### config.mk
export PLATFORM = sky130hd
export DESIGN_NAME = nn_mmio_bridge
export DESIGN_NICKNAME = d
export VERILOG_FILES = /design/src/rtl/nn_bridge_pkg.sv /design/src/rtl/nn_input_buffer.sv /design/src/rtl/nn_mmio_bridge.sv
export SDC_FILE = /design/constraint.sdc
export NUM_CORES = 1
export LEC_CHECK = 0
export ABC_CLOCK_PERIOD_IN_PS = 3100
export CAP_MARGIN = 10
export CORE_ASPECT_RATIO = 1.75
export CORE_MARGIN = 2
export CORE_UTILIZATION = 35
export DETAILED_ROUTE_END_ITERATION = 10
export DONT_BUFFER_PORTS = 1
export SYNTH_ARGS = -nofsm -noshare
export SYNTH_HDL_FRONTEND = slang
export SYNTH_SLANG_ARGS = --single-unit
export TNS_END_PERCENT = 10
### constraint.sdc
create_clock -name clk -period 3.1 [get_ports clk]
set_input_delay 0.155 -clock clk [delete_from_list [all_inputs] [get_ports clk]]
set_output_delay 0.155 -clock clk [all_outputs]
set_load 0.01 [all_outputs]
### src/rtl/nn_bridge_pkg.sv
// Shared types and register-map constants for the NN MMIO bridge.
package nn_bridge_pkg;

  typedef enum logic [1:0] {
    IDLE = 2'b00,
    RUN  = 2'b01,
    DONE = 2'b10
  } bridge_state;

  localparam logic [7:0] CTRL_OFS = 8'h00;
  localparam logic [7:0] STAT_OFS = 8'h04;
  localparam logic [7:0] RES_OFS  = 8'h08;
  localparam logic [7:0] IN_OFS   = 8'h10;

  localparam int unsigned CTRL_START = 0;
  localparam int unsigned CTRL_CLEAR = 1;

endpackage

### src/rtl/nn_input_buffer.sv
// Input-vector register file: one synchronous write port, two combinational read ports.
module nn_input_buffer #(
  parameter  int unsigned N_IN = 16,
  parameter  int unsigned DW   = 8,
  localparam int unsigned IW   = $clog2(N_IN)
) (
  input  logic          clk_i,
  input  logic          rst_ni,
  input  logic          we_i,
  input  logic [IW-1:0] wr_idx_i,
  input  logic [DW-1:0] wdata_i,
  input  logic [IW-1:0] core_idx_i,
  output logic [DW-1:0] core_data_o,
  input  logic [IW-1:0] nn_idx_i,
  output logic [DW-1:0] nn_data_o
);

  logic [DW-1:0] mem_q [N_IN];

  always_ff @(posedge clk_i) begin
    if (!rst_ni) begin
      for (int i = 0; i < N_IN; i++) begin
        mem_q[i] <= '0;
      end
    end else if (we_i) begin
      mem_q[wr_idx_i] <= wdata_i;
    end
  end

  assign core_data_o = mem_q[core_idx_i];
  assign nn_data_o   = mem_q[nn_idx_i];

endmodule

### src/rtl/nn_mmio_bridge.sv
// Memory-mapped bridge between the core data bus and the NN engine controller.
module nn_mmio_bridge
  import nn_bridge_pkg::*;
#(
  parameter  logic [31:0] BASE_ADDR = 32'h0000_0400,
  parameter  int unsigned N_IN      = 16,
  parameter  int unsigned DW        = 8,
  parameter  int unsigned RW        = 32,
  localparam int unsigned IW        = $clog2(N_IN)
) (
  input  logic          clk,
  input  logic          rst_n,
  input  logic          mem_we,
  input  logic [31:0]   mem_adr,
  input  logic [31:0]   mem_wdata,
  output logic [31:0]   mem_rdata,
  output logic          mem_sel,
  output logic          nn_start,
  input  logic [IW-1:0] nn_rd_idx,
  output logic [DW-1:0] nn_rd_data,
  input  logic          nn_done,
  input  logic [RW-1:0] nn_result
);

  bridge_state   state_q, state_d;
  logic          start_q, start_d;
  logic          err_q, err_d;
  logic [RW-1:0] result_q, result_d;

  logic [5:0]    word;
  logic [5:0]    in_off;
  logic          in_hit;
  logic [IW-1:0] buf_idx;
  logic [DW-1:0] core_data;
  logic          wr, ctrl_wr, in_wr, buf_we;
  logic          start_cmd, clear_cmd;
  logic [31:0]   status;
  logic          unused_bits;

  assign mem_sel = (mem_adr[31:8] == BASE_ADDR[31:8]);
  assign word    = mem_adr[7:2];
  assign in_off  = word - IN_OFS[7:2];
  assign in_hit  = (word >= IN_OFS[7:2]) && ({26'b0, in_off} < N_IN);
  assign buf_idx = in_off[IW-1:0];

  assign wr        = mem_we && mem_sel;
  assign ctrl_wr   = wr && (word == CTRL_OFS[7:2]);
  assign in_wr     = wr && in_hit;
  // CLEAR takes precedence over START in the same write.
  assign clear_cmd = ctrl_wr && mem_wdata[CTRL_CLEAR];
  assign start_cmd = ctrl_wr && mem_wdata[CTRL_START] && !mem_wdata[CTRL_CLEAR];
  assign buf_we    = in_wr && ((state_q == IDLE) || (state_q == DONE));

  assign unused_bits = ^{mem_adr[1:0], mem_wdata[31:DW]};

  nn_input_buffer #(
    .N_IN (N_IN),
    .DW   (DW)
  ) u_buf (
    .clk_i       (clk),
    .rst_ni      (rst_n),
    .we_i        (buf_we),
    .wr_idx_i    (buf_idx),
    .wdata_i     (mem_wdata[DW-1:0]),
    .core_idx_i  (buf_idx),
    .core_data_o (core_data),
    .nn_idx_i    (nn_rd_idx),
    .nn_data_o   (nn_rd_data)
  );

  always_comb begin
    state_d  = state_q;
    start_d  = 1'b0;
    err_d    = err_q;
    result_d = result_q;
    case (state_q)
      IDLE: begin
        if (start_cmd) begin
          state_d = RUN;
          start_d = 1'b1;
        end
      end
      RUN: begin
        // The engine cannot be aborted; any command or buffer write is flagged instead.
        if (in_wr || (ctrl_wr && (mem_wdata[CTRL_START] || mem_wdata[CTRL_CLEAR]))) begin
          err_d = 1'b1;
        end
        if (nn_done) begin
          state_d  = DONE;
          result_d = nn_result;
        end
      end
      DONE: begin
        if (clear_cmd) begin
          state_d = IDLE;
          err_d   = 1'b0;
        end else if (start_cmd) begin
          state_d = RUN;
          start_d = 1'b1;
        end
      end
      default: state_d = IDLE;
    endcase
  end

  always_ff @(posedge clk) begin
    if (!rst_n) begin
      state_q  <= IDLE;
      start_q  <= 1'b0;
      err_q    <= 1'b0;
      result_q <= '0;
    end else begin
      state_q  <= state_d;
      start_q  <= start_d;
      err_q    <= err_d;
      result_q <= result_d;
    end
  end

  assign nn_start = start_q;
  assign status   = {22'b0, state_q, 5'b0, err_q, (state_q == DONE), (state_q == RUN)};

  always_comb begin
    mem_rdata = '0;
    if (mem_sel) begin
      if (in_hit) begin
        mem_rdata = 32'(core_data);
      end else if (word == STAT_OFS[7:2]) begin
        mem_rdata = status;
      end else if (word == RES_OFS[7:2]) begin
        mem_rdata = 32'(result_q);
      end
    end
  end

endmodule

==> reports/results.txt, run 1 <==
final cycle utilization of the critical path: 76.1%
layout cells sized above 1: 20.0%
fin util: 41.0%
post-layout minimum cycle time: 2.36 ns
latest clock arrival within the worst-skew pair: 0.44 ns
synth warn: 0
Slew @ Worst Pin: 1.16 ns
initial DRC count: 404
Synth Register Bits: 164
total CTS buffers: 17
Post-CTS Hold Buffers: 45
Post-CTS Setup Inserts: 0
Post-Route Setup TNS: 0 ns
wire length per cell: 22.2 µm
PortBufs: 0
largest family of logic cells by synthesized area: multiplexers
Remaining Overflow, GRT: 0
Yosys top cell by area: edfxtp_1
Root Driver: clkbuf_16
Critical Path AT: 2.21 ns
GRT Util Overall: 18.7%
biggest cell delay along the critical path: 0.57 ns
required time of the critical path: 2.94 ns
Die X: 123 µm
Netlist cell types: 43
global-route wire length before repair: 35.3 mm
status: complete, no violations
Vias: 5812
# IOs: 146
post-CTS resize count: 0
drt total wl: 23.9 mm
area of the die: 0.0261 mm²
Synth Area in Adders: 0.722%
Worst-path clk slew: 0.07 ns
H-tree depth: 4
clk sink count: 164
PwrDens: 495 mW/mm²
startpoint types: primary input
Max-Slew Margin vs Limit: 22.7%
setup ws final: 0.739 ns
post-synthesis simple-gate area fraction: 17.1%
syn avg cell area: 12.2 µm²
RSZ-0062 raised after global routing: false
Die H: 212 µm
crit path kind: in -> out
largest net degree at the start of global routing: 41
post-place setup slack: 0.430 ns
Pins Over Slew Limit: 0
number of global-route vias before repair: 6040
Max FO, Critical Path: 19
Yosys top cell area share: 44.3%
Starting Density: 35.3%
Area Overhead vs Synth: 16.0%
Max rail drop VDD: 0.000402 V
Post-Syn Nets: 819
Final Hold Viols: 0
Max clock buf depth: 2
Critical Path Sink Type: output port
Cells after Synth: 710
top-count cell post-synth: nor2_1
HPWL Detailed: 17.1 mm
number of synthesized flops with an enable pin: 128
Layout Nets: 861
Cell Rows: 76
fmax: 424 MHz
Post-Synth XOR/XNOR Area: 0%
DRT antenna net count: 0
cells along the critical path: inv_2 -> ha_1 -> or4_1 -> nor2_1 -> a21o_1 -> nand2_1 -> o31ai_1
HP Class: in -> reg
CP max-delay cell: o31ai_1
# setup viols final: 0
DRT Pass-1 Iters: 7
Synth Area in Compound Gates: 7.47%
post-synthesis mux area share: 18.9%
Worst Clk Skew: 0.00885 ns
top cells by area, synth: edfxtp_1 44%, mux4_2 18%, dfxtp_1 8.3%
core area: 0.0245 mm²
GPL Wtd Cong: 0.876
Post-synth ARST share: 0%
n_diodes: 0
CTS tree: built
mapped cell area: 0.00867 mm²
Static Leak: 0.00317 µW
Post-synth top cells: 135 x nor2_1, 128 x edfxtp_1, 112 x nand2_1, 70 x mux4_2, 36 x dfxtp_1
sequential-to-total area share from yosys stat: 52.6%
Max Cap Violations: 0
initial antenna violation count: 1
top_reg_cell synth: edfxtp_1
drt drc: 0
vias per cell: 5.40
flip-flops by register name (all words and copies together) (netlist names):
register     count
u_buf.mem_q    128
result_q        32
state_q          2
err_q            1
nn_start         1
cell usage in the layout (no fill, tap or decap), types with 2 or more instances in the layout:
cell	count
dfxtp_1	36
dlygate4sd3_1	45
nand2_1	112
a22oi_1	8
edfxtp_1	128
buf_4	33
ha_1	5
nor2b_1	8
inv_1	4
mux2i_1	6
a22o_1	7
a21boi_0	33
clkinv_4	2
inv_4	3
mux4_2	70
nor4_2	5
nor4_1	2
clkbuf_16	17
nand4_4	4
nand3_1	11
and2_1	31
o31ai_1	6
inv_6	8
o21ai_0	18
a211oi_1	8
nor2_1	135
per-stage QoR:
step / area (µm²) / power [µW] / hold WS [ns] / instances
after CTS: 10100 / 5010 / 0.000161 / 1077
final: 10100 / 4980 / 0.00449 / 1077
after detailed placement: 9050 / 2940 / 0.288 / 1000
after global routing: 10100 / 5130 / 0.0185 / 1077
after floorplan: 8670 / 2870 / 0.300 / 710
after global placement: 9050 / 2940 / 0.288 / 1000
worst paths after layout:
path           startpoint  slack (ns)  cells past startpoint                end
max            mem_adr[4]        0.74                      7       mem_rdata[1]
min          mem_wdata[2]       0.004                      2  u_buf.mem_q[8][2]
max reg2reg    state_q[0]        1.16                      5       result_q[25]
min reg2reg  result_q[21]        0.46                      2       result_q[21]
cell type report:
type | count | area [µm²]
clock buffers | 17 | 425
repair buffers | 78 | 698
multi-input cells | 486 | 3830
clock inverters | 15 | 134
flip-flops and latches | 164 | 4560
inverters | 5 | 18.8
well taps | 312 | 390
fillers | 2264 | 14500
power breakdown:
group	switching [µW]	internal, µW	total, µW	leakage, µW
combinational	209	252	460	0.00139
sequential	41.6	2450	2490	0.00150
clock	975	1060	2040	0.000280
critical path, delay by kind of cell:
family / cells / cell delay [ns]
AND/OR/NAND/NOR: 3 / 0.84
AO/OA/AOI/OAI: 2 / 0.91
adder cells (fa/ha/maj): 1 / 0.23
buffers and inverters: 1 / 0.07
per-layer routing:
layer  vias to the layer above  wire length (µm)  share of wire (%)  track usage, %
li1                       2702                 -                  -               -
met1                      2846              8460                 35            19.7
met2                       213             13300                 56            35.6
met3                        49              1380                5.8            3.27
met4                         2               743                3.1            7.72
met5                         -                13              0.054               0
logic make-up (layout without fill, tap and decap cells):
logic type / after synthesis / after routing
and+or+nand+nor: 318 / 318
DFF: 164 / 164
AOI/OAI and AO/OA: 87 / 87
muxes: 76 / 76
buffers and inverters: 60 / 115
adders and majority gates: 5 / 5
Note: power is estimated with default switching activity, not from simulation.
==> run 2, diff against run 1 <==
ABC_CLOCK_PERIOD_IN_PS = 2300   (was 3100)
clock period = 2.3 ns   (was 3.1 ns; I/O delays follow)
==> reports/results.txt, run 2 (synthesis gave the netlist of run 1 again) <==
RSZ-0062 raised after global routing: false (unchanged)
H-tree depth: 4 (unchanged)
Area Overhead vs Synth: 20.4% (was 16.0%)
Vias: 6074 (was 5812)
vias per cell: 5.46 (was 5.40)
Max FO, Critical Path: 2 (was 19)
DRT antenna net count: 0 (unchanged)
required time of the critical path: 2.18 ns (was 2.94 ns)
final instance area: 0.0104 mm² (was 0.0101 mm²)
Post-CTS Setup Inserts: 0 (unchanged)
Die H: 212 µm (unchanged)
number of global-route vias before repair: 6294 (was 6040)
Top Registers: u_buf.mem_q x128, result_q x32, state_q x2 (unchanged)
Pins Over Slew Limit: 0 (unchanged)
global-route wire length before repair: 36.0 mm (was 35.3 mm)
clk sink count: 164 (unchanged)
initial DRC count: 414 (was 404)
GRT Util Overall: 19.1% (was 18.7%)
setup ws final: 0.0704 ns (was 0.739 ns)
GPL Wtd Cong: 0.855 (was 0.876)
Max Cap Violations: 0 (unchanged)
post-layout minimum cycle time: 2.23 ns
initial antenna violation count: 3 (was 1)
Critical Path AT: 2.11 ns (was 2.21 ns)
fmax: 449 MHz
startpoint types: register (was primary input)
HPWL Detailed: 17.1 mm (about the same)
DRT Pass-1 Iters: 5 (was 7)
Hold WS: 0.0216 ns (was 0.00449 ns)
wire length per cell: 21.9 µm (was 22.2 µm)
# IOs: 146 (unchanged)
fill count: 2242 (was 2264)
Max-Slew Margin vs Limit: 62.0% (was 22.7%)
Starting Density: 35.3% (unchanged)
status: complete, no violations (unchanged)
total power after layout: 6870 µW (was 4980 µW)
Static Leak: 0.00341 µW (was 0.00317 µW)
drt total wl: 24.3 mm (was 23.9 mm)
Critical Path Sink Type: output port (unchanged)
HP Class: in -> reg (unchanged)
PwrDens: 658 mW/mm² (was 495 mW/mm²)
largest net degree at the start of global routing: 41 (unchanged)
Remaining Overflow, GRT: 0 (unchanged)
Layout Nets: 895 (was 861)
post-place setup slack: 0.0771 ns (was 0.430 ns)
Slew @ Worst Pin: 0.569 ns (was 1.16 ns)
drt drc: 0 (unchanged)
Cell Rows: 76 (unchanged)
latest clock arrival within the worst-skew pair: 0.44 ns (about the same)
crit path kind: reg -> out (was in -> out)
Die X: 123 µm (unchanged)
final cycle utilization of the critical path: 96.9%
total CTS buffers: 17 (unchanged)
Largest register FFs: 128 (unchanged)
Max rail drop VDD: 0.000577 V (was 0.000402 V)
DP Area: 0.00913 mm² (was 0.00905 mm²)
commonest non-fill, non-tap cell in the layout: nor2_1 (unchanged)
Worst Clk Skew: 0.00677 ns (was 0.00885 ns)
most frequent cells in the layout: 135 x nor2_1, 128 x edfxtp_1, 112 x nand2_1 (unchanged)
Final Hold Viols: 0 (unchanged)
Reg with most FFs: u_buf.mem_q (unchanged)
layout cells sized above 1: 20.5% (was 20.0%)
Worst-path clk slew: 0.07 ns (about the same)
area of the die: 0.0261 mm² (unchanged)
PortBufs: 0 (unchanged)
Max clock buf depth: 2 (unchanged)
# setup viols final: 0 (unchanged)
CTS tree: built (unchanged)
core area: 0.0245 mm² (unchanged)
Root Driver: clkbuf_16 (unchanged)
-- run 2: what timing repair did --
item / in CTS / in global routing
hold buffers: 70 / 0
hold endpoints to repair: 165 / 0
resized for setup: 0 / 1
endpoints found under the setup margin: 0 / 1
-- run 2: worst max-delay path, cell delays in order (launching register included) --
cell and delay (ns):
edfxtp_1 0.38, mux4_2 0.47, and2_1 0.17, a211oi_1 0.35, o31ai_1 0.14, buf_4 0.17
-- run 2: layout make-up --
class                           instances  area, µm²  share of cell area, %
Antenna cell                            1       2.50                 0.0240
Clock buffer                           18        450                   4.31
Clock inverter                         14        139                   1.33
Inverter                                5       18.8                  0.180
Multi-Input combinational cell        486       3830                   36.7
Sequential cell                       164       4560                   43.7
Tap cell                              312        390                   3.74
Timing Repair Buffer                  112       1040                   9.95
-- run 2: final timing paths --
path / from / slack, ns / depth (start not counted) / to
max: u_buf.mem_q[10][0] / 0.07 / 5 / mem_rdata[0]
min: mem_wdata[1] / 0.02 / 3 / state_q[1]
max reg2reg: state_q[0] / 0.28 / 6 / result_q[13]
min reg2reg: result_q[28] / 0.46 / 2 / result_q[28]
-- run 2: report_power, final --
part / leakage (µW) / switching [µW] / internal, µW
Combinational: 0.00161 / 293 / 355
Sequential: 0.00150 / 54.6 / 3300
Clock: 0.000295 / 1280 / 1580
Total: 0.00341 / 1630 / 5240
-- run 2: stage by stage --
stage / utilization (%) / TNS (ns) / std cells
floorplan: - / -9.76 / 710
global placement: 37.2 / 0 / 1009
detailed placement: 37.2 / 0 / 1009
CTS: 42.5 / 0 / 1111
global route: 42.5 / 0 / 1112
finish: 42.5 / 0 / 1112
-- run 2: per-layer routing --
metal	up-vias	part of all wire, %	track usage [%]
met3	46	6.2	3.78
met2	223	57	36.9
met5	-	0.099	0
li1	2773	-	-
met4	4	2.6	8.54
met1	3028	34	19.1
